`src/rtl/pc_fetch_unit.sv`:
```
// pc_fetch_unit: fetch stage of the MIPS32 SOC core.
// Holds the PC, fetches one instruction at a time over an imem req/ack handshake,
// issues it downstream with its PC and jal link value, and forms the next PC from
// the redirect returned on accept. An illegal next PC raises the sticky invpc flag
// and halts the unit until reset.
//
// Ports:
//   clk_i              clock, rising edge
//   rst_ni             asynchronous active-low reset
//   imem_addr_o        fetch byte address (= pc)
//   imem_req_o         fetch request, held until imem_ack_i
//   imem_ack_i         imem_rdata_i valid this cycle
//   imem_rdata_i       instruction word
//   instr_o            issued instruction
//   instr_valid_o      instr_o / pc_out_o / link_addr_o valid
//   instr_ready_i      downstream accepts the issued instruction
//   pc_out_o           PC of the issued instruction
//   link_addr_o        pc_out_o + 4
//   redirect_valid_i   issued instruction changes flow (sampled on accept only)
//   redirect_kind_i    00 branch, 01 j/jal, 10 jr, 11 reserved
//   redirect_imm_i     [15:0] signed word offset, [25:0] jump index
//   redirect_reg_i     rs value for jr
//   invpc_o            sticky illegal-PC flag, core halted
module pc_fetch_unit #(
  parameter logic [31:0] PC_RESET   = 32'h0000_0000,
  parameter int unsigned IMEM_WORDS = 1024
) (
  input  logic        clk_i,
  input  logic        rst_ni,
  output logic [31:0] imem_addr_o,
  output logic        imem_req_o,
  input  logic        imem_ack_i,
  input  logic [31:0] imem_rdata_i,
  output logic [31:0] instr_o,
  output logic        instr_valid_o,
  input  logic        instr_ready_i,
  output logic [31:0] pc_out_o,
  output logic [31:0] link_addr_o,
  input  logic        redirect_valid_i,
  input  logic [1:0]  redirect_kind_i,
  input  logic [25:0] redirect_imm_i,
  input  logic [31:0] redirect_reg_i,
  output logic        invpc_o
);

  // 33 bits so the limit itself is representable even for a full 4 GiB range.
  localparam logic [32:0] ImemBytes = 33'(IMEM_WORDS) << 2;

  typedef enum logic [1:0] {StIdle, StFetch, StIssue, StHalt} state_e;

  state_e      state_q;
  logic [31:0] pc_q;
  logic [31:0] instr_q;
  logic [31:0] link_q;

  logic [31:0] pc4;
  logic [31:0] npc;
  logic        kind_bad;
  logic        npc_illegal;

  // Next-PC formation; only consumed on an accepted issue.
  always_comb begin
    pc4      = pc_q + 32'd4;
    npc      = pc4;
    kind_bad = 1'b0;
    if (redirect_valid_i) begin
      case (redirect_kind_i)
        2'b00:   npc = pc4 + {{14{redirect_imm_i[15]}}, redirect_imm_i[15:0], 2'b00};
        2'b01:   npc = {pc4[31:28], redirect_imm_i, 2'b00};
        2'b10:   npc = redirect_reg_i;
        default: kind_bad = 1'b1;
      endcase
    end
    // Sequential wrap past the top lands at or above ImemBytes and is caught here too.
    npc_illegal = kind_bad || (npc[1:0] != 2'b00) || ({1'b0, npc} >= ImemBytes);
  end

  always_ff @(posedge clk_i or negedge rst_ni) begin
    if (!rst_ni) begin
      state_q <= StIdle;
      pc_q    <= PC_RESET;
      instr_q <= '0;
      link_q  <= '0;
    end else begin
      unique case (state_q)
        StIdle: state_q <= StFetch;
        StFetch: begin
          if (imem_ack_i) begin
            instr_q <= imem_rdata_i;
            link_q  <= pc_q + 32'd4;
            state_q <= StIssue;
          end
        end
        StIssue: begin
          if (instr_ready_i) begin
            if (npc_illegal) begin
              // pc stays at the last legal value for post-mortem.
              state_q <= StHalt;
            end else begin
              pc_q    <= npc;
              state_q <= StFetch;
            end
          end
        end
        StHalt:  state_q <= StHalt;
        default: state_q <= StIdle;
      endcase
    end
  end

  assign imem_addr_o   = pc_q;
  assign imem_req_o    = (state_q == StFetch);
  assign instr_o       = instr_q;
  assign instr_valid_o = (state_q == StIssue);
  assign pc_out_o      = pc_q;
  assign link_addr_o   = link_q;
  assign invpc_o       = (state_q == StHalt);

endmodule

```
`config.mk`:
```
export PLATFORM = sky130hd
export DESIGN_NAME = pc_fetch_unit
export DESIGN_NICKNAME = d
export VERILOG_FILES = /design/src/rtl/pc_fetch_unit.sv
export SDC_FILE = /design/constraint.sdc
export NUM_CORES = 1
export LEC_CHECK = 0
export BUFFER_PORTS_ARGS = -buffer_cell sky130_fd_sc_hd__buf_4
export CAP_MARGIN = 20
export CELL_PAD_IN_SITES_DETAIL_PLACEMENT = 0
export CELL_PAD_IN_SITES_GLOBAL_PLACEMENT = 1
export CORE_ASPECT_RATIO = 0.6
export CORE_UTILIZATION = 42
export DETAILED_ROUTE_END_ITERATION = 8
export PLACE_DENSITY_LB_ADDON = 0.1
export SLEW_MARGIN = 20
export SYNTH_ARGS = -nofsm -noshare
export SYNTH_HDL_FRONTEND = slang
export SYNTH_SLANG_ARGS = --single-unit
```
`constraint.sdc`:
```
create_clock -name clk_i -period 11.55 [get_ports clk_i]
set_input_delay 0.5775 -clock clk_i [delete_from_list [all_inputs] [get_ports clk_i]]
set_output_delay 0.5775 -clock clk_i [all_outputs]
set_load 0.02 [all_outputs]
```
-- Word-level counts from Yosys, hierarchy flattened
Cells that the tools add are included.
- bits in registers: 98
- input bits: 97
- add/subtract/negate cells: 2
- order comparisons: 1
- equality and inequality tests: 7
- multiplexer cells: 8
- bitwise operators: 1
- reduce and logical (&&, ||, !) cells: 9
- operator list (operator ; number):
    case mux 32 bit (3 select lines) ; 1
    adder 32 x 3 -> 32 bit, second input constant ; 1
    adder 32 bit ; 1
    >= comparator 32 x 13 -> 1 bit, second input constant ; 1
    two-way mux 32 bit ; 1
    case mux 2 bit (4 select lines) ; 1
    equality test 2 bit, second input constant ; 3
    two-way mux 2 bit ; 3
    equality test 2 x 1 -> 1 bit, second input constant ; 2
    logical NOT 2 bit ; 2
    != test 2 x 1 -> 1 bit, second input constant ; 2
    AND reduction 2 bit ; 2
    AND reduction 3 bit ; 1
    OR reduction 3 bit ; 1
    logical OR 1 bit ; 2
    two-way mux 1 bit ; 2
    nonzero test 2 bit ; 1
    NOT 1 bit ; 1

-- Logic depth before layout (Yosys ltp)
Gate-level depths: netlist (run 1).
- depth after elaboration: 10
- gate-level depth with buffers: 19

-- Least setup slack after synthesis (run 1)
No wires, ideal clock.
- path type: register to register
- start point: register pc_q[4] (netlist: imem_addr_o[4])
- end point: register pc_q[10] (netlist: imem_addr_o[10])
- arrival: 4.541 ns
- data required time: 11.425 ns
- setup slack: 6.884 ns
- stages on the path, launching flop included: 17
- path buffers: 2
- period minus slack after synthesis: 4.666 ns
- path through: dfrtp_1 -> nand3_1 -> nor4_2 -> and4_1 -> xor2_1 -> ha_1 -> clkbuf_1 -> a21o_1 -> a31o_2 -> or4_1 -> o21ba_2 -> xor2_1 -> a32oi_1 -> and2_1 -> nand4_4 -> buf_6 -> mux2_4
- word-level cells in the longest chain between the ends: 8
- ends and longest elaborated chain (what ; RTL line ; text):
    start, declared ; 52 ; logic [31:0] pc_q;
    start signal, assigned ; 100 ; pc_q <= npc;
    adder 32 x 3 -> 32 bit (*) ; 63 ; pc4 = pc_q + 32'd4;
    net pc4[23] ; 56 ; logic [31:0] pc4;
    adder 32 bit ; 68 ; 2'b00: npc = pc4 + {{14{redirect_imm_i[15]}}, redirect_imm_i[15:0], 2'b00};
    case mux 32 bit (3 select lines) ; 67 ; case (redirect_kind_i)
    two-way mux 32 bit (*) ; 66 ; if (redirect_valid_i) begin
    >= comparator 32 x 13 -> 1 bit (*) ; 75 ; npc_illegal = kind_bad || (npc[1:0] != 2'b00) || ({1'b0, npc} >= ImemBytes);
    logical OR 1 bit (*) ; 75 ;
    NOT 1 bit (no source line) (*) ; - ;
    AND reduction 3 bit (no source line) (*) ; - ;
Mark *: on every way through the listed nets, which the timed path passes. The rest lies on a longest branch.
A chain may end at the register's enable or synchronous reset.

-- Worst setup path after layout (run 1)
- start point: register pc_q[4] (netlist: imem_addr_o[4])
- end point: register pc_q[8] (netlist: imem_addr_o[8])
Same word-level chain as after synthesis.

==> impl_metrics.ini, run 1 <==
[outcome]
status = finished clean

[run]
maxCapViolations = 0

[setup_path]
reg2reg_depth = 15
cp-startpoint = imem_addr_o[4]
crit_arrival_ps = 6720
crit_family = compound AO/OA/AOI/OAI gates
critical_path_peak_fanout = 32
crit_cells = 15
worstPathRequired_ps = 11770
timing.critical_path.buf_inv = 0
worstPathCellList = nand3_1, nor4_2, nand3_1, xnor2_1, ha_1, a21oi_1, o21ai_0, a221o_1, a21oi_1, xor2_1, o221ai_1, a2111oi_0, and4_4, nand4_4, mux2_4
slowest_stage = nor4_2
setup.worst_path.class = reg -> reg
end_kind = flop
startpoint_type = flop
slowest_delay_ps = 800
r2r_start = imem_addr_o[4]

[synthesis]
ys_ff_latch = 98
yosysWarnings = 0
avgSynthCellArea_um2 = 8.86
yosysSeqAreaShare_pct = 32.8
synth_nets = 974
synth_top_flop_cell = dfrtp_1
synth_edf_count = 0
synthDistinctLibCells = 75
synthCells = 845
async_flop_share_pct = 100
syn_area_um2 = 7480

[clocking]
tritoncts = built
cts_max_path_buffers = 2
numCtsBuffers = 9
clock_latency_ps = 350
hold_buffers = 0
cts_root_buffer = clkbuf_16
clkSinkCount = 98
ctsResizeCount = 0
post_cts_buffers = 0
h-tree-depth = 3
clk_pin_slew_ps = 80

[pwr]
max-vdd-ir-drop_v = 0.0000843
finalPower_w = 0.000859
p_leak_nw = 4.59
power_density_nw_per_um2 = 91.5

[cells_and_area]
layout_common_cells = 232 x buf_4, 98 x dfrtp_1, 72 x nand2_1
num_antenna_cells = 0
drive_above_1_share_pct = 32.2
final_common_cell = buf_4
syn_to_final_growth_pct = 25.5
layout.nets = 1140
multi_input_area_um2 = 4520
regArea_um2 = 2450
fin_cells = 1250
fill_cells = 1602

[sta]
tightest_slew_ps = 1090
relSlewSlack_pct = 26.7
fin_crit_ps = 6500
skew_ps = 14.5
fmax_ghz = 0.154
tns_ps = 0
setup_viol = 0
maxSlewViolCount = 0
final.period_utilization_pct = 56.3
hold_viol = 0
rsz0062_at_grt = false

[floorplanning]
core_um2 = 17300
fp-row-count = 37
die_area_um2 = 18400
die_w_um = 174
initial_core_util_pct = 43.3
die_h_um = 105
ioPinCount = 228

[placement]
placed_cells = 1234
place.port_buffers = 227
gp_congestion = 0.963
hpwl_um = 20300

[routing]
viasPerCell = 5.89
drt-pass1-iter-count = 5
postRouteAntennaNets = 0
drt_wl_total_um = 26200
remaining_drc_errors = 0
vias = 7357
drt_iter0_drc = 629
wl_per_cell_um = 20.9

[global_route]
grt_antenna_before_repair = 0
grt_pass1_wl_um = 40100
grt_pass1_vias = 6682
overflow = 0
grt_util_all_layers_pct = 28.6
grt_max_degree = 70

[hold_path]
hold_class = in -> async
==> final cells by class <==
type                    instances  area share [%]
clock inverters                 7           0.839
inverters                      23           0.919
multi-input cells             647            48.1
flip-flops and latches         98            26.1
well taps                     234            3.12
clock buffers                   9            2.40
repair buffers                232            18.5
==> final timing paths <==
path / slack, ps / end
worst max register to register: 5050 / imem_addr_o[8]
max in group asynchronous: 10200 / imem_addr_o[12]
worst min register to register: 480 / link_addr_o[28]
min in group clk_i: 450 / instr_o[17]
worst max-delay path: 5050 / imem_addr_o[8]
worst min-delay path: 130 / instr_o[0]
==> metal layers <==
| metal | routed length, um | vias to the layer above | track usage, % |
|---|---|---|---|
| li1 | - | 3417 | - |
| met1 | 12500 | 3523 | 45.0 |
| met2 | 10500 | 401 | 39.2 |
| met3 | 2970 | 16 | 7.03 |
| met4 | 184 | 0 | 3.95 |
| met5 | 0 | - | 0 |
==> where the power goes <==
part           switching, W  total (W)  internal [W]
combinational      0.000101   0.000182     0.0000816
sequential       0.00000931   0.000371      0.000361
clock              0.000152   0.000307      0.000154
total              0.000262   0.000859      0.000597
==> cell usage after synthesis (all sizes together) (18+ instances only) <==
master | instances | share of area (%)
dfrtp | 98 | 33
inv | 22 | 1.1
nor2 | 59 | 3.1
xnor2 | 18 | 2.1
nand4 | 20 | 1.9
and2 | 26 | 2.2
ha | 31 | 5.2
clkbuf | 34 | 1.7
a21oi | 68 | 4.5
mux2 | 63 | 9.8
nand2 | 72 | 3.6
buf | 43 | 4.0
nand3 | 18 | 1.3
o21ai | 66 | 4.4
xor2 | 27 | 3.2
==> stage by stage <==
| stage | hold slack [ps] | setup slack [ps] | utilization [%] | cell area, um2 |
|---|---|---|---|---|
| after floorplan | 282 | 6880 | - | 7480 |
| after global placement | 467 | 5270 | 52.6 | 9090 |
| after detailed placement | 472 | 5280 | 52.6 | 9090 |
| after CTS | 136 | 5270 | 54.4 | 9390 |
| after global routing | 153 | 4650 | 54.4 | 9390 |
| final | 130 | 5050 | 54.4 | 9390 |
==> flip-flops by register name, summed over array words and instances (netlist names) <==
register	flops
imem_addr_o	32
link_addr_o	32
state_q	2
instr_o	32
==> cells by family (layout without fill, tap and decap cells) <==
family,count (synthesis),in the layout,share of synthesized area [%]
flops,98,98,32.8
mux,71,71,11.4
buf+inv,100,271,6.90
xor+xnor,45,45,5.27
compound gates,238,238,19.9
fa+ha+maj,32,32,5.45
simple gates,261,261,18.3
Power figures use the tool's default switching activity.
==> run 2, diff against run 1 <==
CORE_UTILIZATION = 39   (was 42)
clock period = 6.3 ns   (was 11.55 ns; I/O delays follow)
==> impl_metrics.ini, run 2 (synthesis results as in run 1) <==
[sta]
tightest_slew_ps = 888
timing.final.ws_setup_ps = 595
final.period_utilization_pct = 90.5
tns_ps = 0
rsz0062_at_grt = false
relSlewSlack_pct = 40.2
holdWs_ps = 192
setup_viol = 0
skew_ps = 10.0
fmax_ghz = 0.175
fin_crit_ps = 5700
maxSlewViolCount = 0
hold_viol = 0

[placement]
hpwl_um = 21000
placed_cell_area_um2 = 9200
gp_congestion = 0.973
pre_cts_slack_ps = 798
place.port_buffers = 227

[setup_path]
rrSetupSlack_ps = 600
startpoint_type = flop
slowest_stage = dfrtp_1
worstPathCellList = nand3_1, nor4_2, buf_4, nand3_1, xnor2_1, ha_1, a21oi_1, o21ai_0, a221o_1, a21oi_1, xor2_1, o221ai_1, a2111oi_0, and4_4, nand4_4, buf_12, mux2_4
critical_path_peak_fanout = 20
worstPathRequired_ps = 6530
setup.worst_path.class = reg -> reg
reg2reg_depth = 17
crit_arrival_ps = 5930
rr_endpoint = imem_addr_o[8]
end_kind = flop
slowest_delay_ps = 570
r2r_start = imem_addr_o[12]

[floorplanning]
initial_core_util_pct = 40.7
ioPinCount = 228
die_h_um = 109
core_um2 = 18400
fp-row-count = 38
die_area_um2 = 19800
die_w_um = 181

[clocking]
cts_max_path_buffers = 2
clk_pin_slew_ps = 80
clock_latency_ps = 350
h-tree-depth = 3
cts_root_buffer = clkbuf_16
numCtsBuffers = 9
clkSinkCount = 98
tritoncts = built
post_cts_buffers = 0

[global_route]
grt_antenna_before_repair = 0
grt_max_degree = 63
grt_pass1_vias = 6815
grt_util_all_layers_pct = 27.4
overflow = 0
grt_pass1_wl_um = 40900

[cells_and_area]
drive_above_1_share_pct = 32.9
layout_common_cells = 243 x buf_4, 98 x dfrtp_1, 72 x nand2_1
num_antenna_cells = 0
syn_to_final_growth_pct = 27.3
fill_cells = 1732
final_common_cell = buf_4
layout.nets = 1153
final_area_um2 = 9530

[routing]
drt_wl_total_um = 27000
remaining_drc_errors = 0
wl_per_cell_um = 21.3
postRouteAntennaNets = 0
drt-pass1-iter-count = 5
drt_iter0_drc = 709
vias = 7387
viasPerCell = 5.82

[run]
maxCapViolations = 0

[pwr]
power_density_nw_per_um2 = 169
p_leak_nw = 4.67
max-vdd-ir-drop_v = 0.000138

[outcome]
status = finished clean

[hold_path]
min_from = imem_rdata_i[28]
worstHoldEndpoint = instr_o[28]
hold_class = in -> reg
hold_depth = 2
==> run 2: worst max-delay path by stage <==
| stage | start | cells past startpoint | endpoint | slack [ps] |
|---|---|---|---|---|
| 2_1_floorplan | imem_addr_o[4] | 16 | imem_addr_o[10] | 1630 |
| 3_3_place_gp | imem_addr_o[4] | 16 | imem_addr_o[9] | 770 |
| 3_5_place_dp | imem_addr_o[12] | 17 | imem_addr_o[8] | 800 |
| 4_1_cts | imem_addr_o[12] | 17 | imem_addr_o[10] | 780 |
| 5_1_grt | imem_addr_o[12] | 17 | imem_addr_o[10] | 180 |
| 6_report | imem_addr_o[12] | 17 | imem_addr_o[8] | 600 |
==> run 2: layout make-up <==
cell class / count / area [um2] / share of cell area (%)
Multi-Input combinational cell: 647 / 4520 / 47.4
Clock buffer: 9 / 225 / 2.36
Tap cell: 240 / 300 / 3.15
Inverter: 23 / 86.3 / 0.906
Timing Repair Buffer: 245 / 1850 / 19.5
Clock inverter: 7 / 92.6 / 0.972
Sequential cell: 98 / 2450 / 25.7
==> run 2: timing repair <==
action	4_1_cts	5_1_grt
hold endpoints to repair	42	0
hold buffers	1	0
resized for setup	0	0
==> run 2: critical path: cells and delay by family, from the launching register on <==
family	cells	cell delay, ps
flip-flops	1	570
multiplexers	1	300
buffers and inverters	2	440
XOR/XNOR	2	710
AND/OR/NAND/NOR	5	1180
adder cells (fa/ha/maj)	1	430
AO/OA/AOI/OAI	6	1940
==> run 2: per-layer routing <==
| metal | part of all wire, % | wire [um] | global-route usage (%) | vias up |
|---|---|---|---|---|
| li1 | - | - | - | 3424 |
| met1 | 51 | 13700 | 43.4 | 3582 |
| met2 | 38 | 10200 | 35.6 | 367 |
| met3 | 11 | 2900 | 8.35 | 14 |
| met4 | 0.64 | 172 | 3.97 | 0 |
| met5 | 0 | 0 | 0 | - |
==> run 2: per-stage QoR <==
| stage | cells | util, % | total power, W |
|---|---|---|---|
| 2_1_floorplan | 845 | - | 0.000863 |
| 3_3_place_gp | 1252 | 50.0 | 0.00103 |
| 3_5_place_dp | 1252 | 50.0 | 0.00103 |
| 4_1_cts | 1269 | 51.8 | 0.00162 |
| 5_1_grt | 1269 | 51.8 | 0.00168 |
| 6_report | 1269 | 51.8 | 0.00161 |
==> run 2: report_power, final <==
group	internal, W	switching (W)	leakage, nW	total [W]
combinational	0.000150	0.000189	3.20	0.000340
sequential	0.000663	0.0000178	1.31	0.000680
clock	0.000319	0.000272	0.155	0.000591
==> run 3, diff against run 2 <==
ABC_AREA = 1   (was not set)
BUFFER_PORTS_ARGS = -buffer_cell sky130_fd_sc_hd__buf_2   (was -buffer_cell sky130_fd_sc_hd__buf_4)
CORE_UTILIZATION = 36   (was 39)
GPL_TIMING_DRIVEN = 0   (was not set)
==> impl_metrics.ini, run 3 <==
[routing]
wl_per_cell_um = 16.8
vias = 8681
drt_iter0_drc = 745
remaining_drc_errors = 0
viasPerCell = 4.82
postRouteAntennaNets = 0
drt_wl_total_um = 30200
drt-pass1-iter-count = 7

[floorplanning]
die_h_um = 118
die_w_um = 195
ioPinCount = 228
fp-row-count = 41
initial_core_util_pct = 37.5
core_um2 = 21400
die_area_um2 = 22900

[sta]
tightest_slew_ps = 942
fin_crit_ps = 4540
relSlewSlack_pct = 37.0
maxSlewViolCount = 0
tns_ps = 0
setup_viol = 0
skew_ps = 6.38
rsz0062_at_grt = false
final.period_utilization_pct = 72.1
hold_viol = 0
fmax_ghz = 0.220

[placement]
place.port_buffers = 227
placed_cell_area_um2 = 9560
hpwl_um = 25200
gp_congestion = 0.918

[clocking]
ctsResizeCount = 0
h-tree-depth = 3
tritoncts = built
clkSinkCount = 98
clock_latency_ps = 350
cts_root_buffer = clkbuf_16
post_cts_buffers = 0
clk_pin_slew_ps = 70
cts_max_path_buffers = 2
numCtsBuffers = 9

[global_route]
overflow = 0
grt_pass1_wl_um = 46100
grt_pass1_vias = 7802
grt_antenna_before_repair = 0
grt_max_degree = 76
grt_util_all_layers_pct = 26.5

[synthesis]
ys_ff_latch = 98
synth_common_cells = 518 x nand2_1, 191 x inv_1, 98 x dfrtp_1, 84 x nor2_1, 81 x nand3_1
synthTopCellsByArea = dfrtp_1 31%, nand2_1 24%, inv_1 8.9%, nand3_1 5.0%, ha_1 4.8%
synthDistinctLibCells = 46
syn_area_um2 = 8040
async_flop_share_pct = 100
synth_edf_count = 0
yosysTopAreaCell = dfrtp_1
synth_top_area_share_pct = 30.5
yosysWarnings = 0
synthCells = 1277
yosysSeqAreaShare_pct = 30.5
synth_nets = 1406
synth_top_flop_cell = dfrtp_1
avgSynthCellArea_um2 = 6.29
synth_most_common_cell = nand2_1

[setup_path]
reg2reg_depth = 25
r2r_start = imem_addr_o[2]
startpoint_type = flop
setup.worst_path.class = reg -> reg
rr_endpoint = imem_addr_o[6]
end_kind = flop
cp-startpoint = imem_addr_o[2]
crit_arrival_ps = 4840
critical_path_peak_fanout = 10
worstPathRequired_ps = 6600
rrSetupSlack_ps = 1760

[run]
maxCapViolations = 0

[cells_and_area]
final_core_util_pct = 46.3
syn_to_final_growth_pct = 23.5
layout.nets = 1647
layout_common_cells = 518 x nand2_1, 230 x buf_2, 191 x inv_1
fill_cells = 2352
final_area_um2 = 9920
drive_above_1_share_pct = 21.6
num_antenna_cells = 0
final_common_cell = nand2_1

[pwr]
power_density_nw_per_um2 = 148
max-vdd-ir-drop_v = 0.000151
p_leak_nw = 6.08

[hold_path]
hold_depth = 3
min_from = imem_rdata_i[21]
worstHoldEndpoint = instr_o[21]
hold_class = in -> reg

[outcome]
status = finished clean
[run 3: logic make-up after synthesis]
group | after synthesis | synth area share [%]
AO/OA/AOI/OAI | 118 | 8.74
XOR/XNOR | 15 | 1.73
adder cells (fa/ha/maj) | 32 | 5.08
buffers and inverters | 257 | 14.1
flip-flops | 98 | 30.5
AND/OR/NAND/NOR | 757 | 39.9
[run 3: stage by stage]
stage	std cells	hold slack, ps	worst slack (ps)	total power, W
2_1_floorplan	1277	19.4	2810	0.000736
3_3_place_gp	1783	459	1820	0.000824
3_5_place_dp	1785	189	1850	0.000827
4_1_cts	1802	143	1800	0.00148
5_1_grt	1802	151	1390	0.00152
6_report	1802	152	1760	0.00147
[run 3: power breakdown]
group / internal (W) / switching [W]
sequential: 0.000629 / 0.000000112
clock: 0.000402 / 0.000249
combinational: 0.0000658 / 0.000124
[run 3: area by class of cell]
class / count / area, um2 / area share (%)
timing repair buffer: 230 / 1190 / 12.0
tap: 279 / 349 / 3.52
multi-input combinational: 922 / 4450 / 44.9
inverter: 192 / 721 / 7.26
clock buffer: 11 / 243 / 2.45
clock inverter: 5 / 108 / 1.08
buffer: 65 / 410 / 4.14
sequential: 98 / 2450 / 24.7
[run 3: worst max path at each step]
stage                           endpoint  slack (ps)  depth (start not counted)
after floorplan           imem_addr_o[5]        2810                         26
after global placement    imem_addr_o[6]        1820                         27
after detailed placement  imem_addr_o[6]        1850                         27
after CTS                 imem_addr_o[6]        1800                         27
after global routing      imem_addr_o[6]        1390                         27
final                     imem_addr_o[6]        1760                         25
[run 3: repair_timing]
action / CTS / global route
hold buffers: 1 / 0
endpoints found under the hold margin: 23 / 0
setup endpoints to repair: 0 / 0
[run 3: layer usage]
metal / vias up / track usage, % / part of all wire, %
met5: - / 0 / 0
met2: 304 / 34.3 / 37
met4: 0 / 1.92 / 0.26
met1: 3930 / 44.5 / 55
li1: 4438 / - / -
met3: 9 / 5.79 / 8.5
[run 3: critical path, cell delays in order, from the launching register on]
cell and delay [ps]:
dfrtp_1 520, ha_1 260, inv_1 100, nor3_4 220
nand2_2 130, xor2_1 350, inv_1 90, ha_1 370
nand2_1 170, nor2_1 370, and2_1 220, nand2_1 80
nand2_1 160, nand2_1 60, nand3_1 100, nand2_1 90
nand2_1 110, nand2_1 60, nor2_1 90, nand3_1 70
nor2_1 180, nand3_2 90, nor2_2 240, buf_6 190
nand3_1 100, nand2_1 70
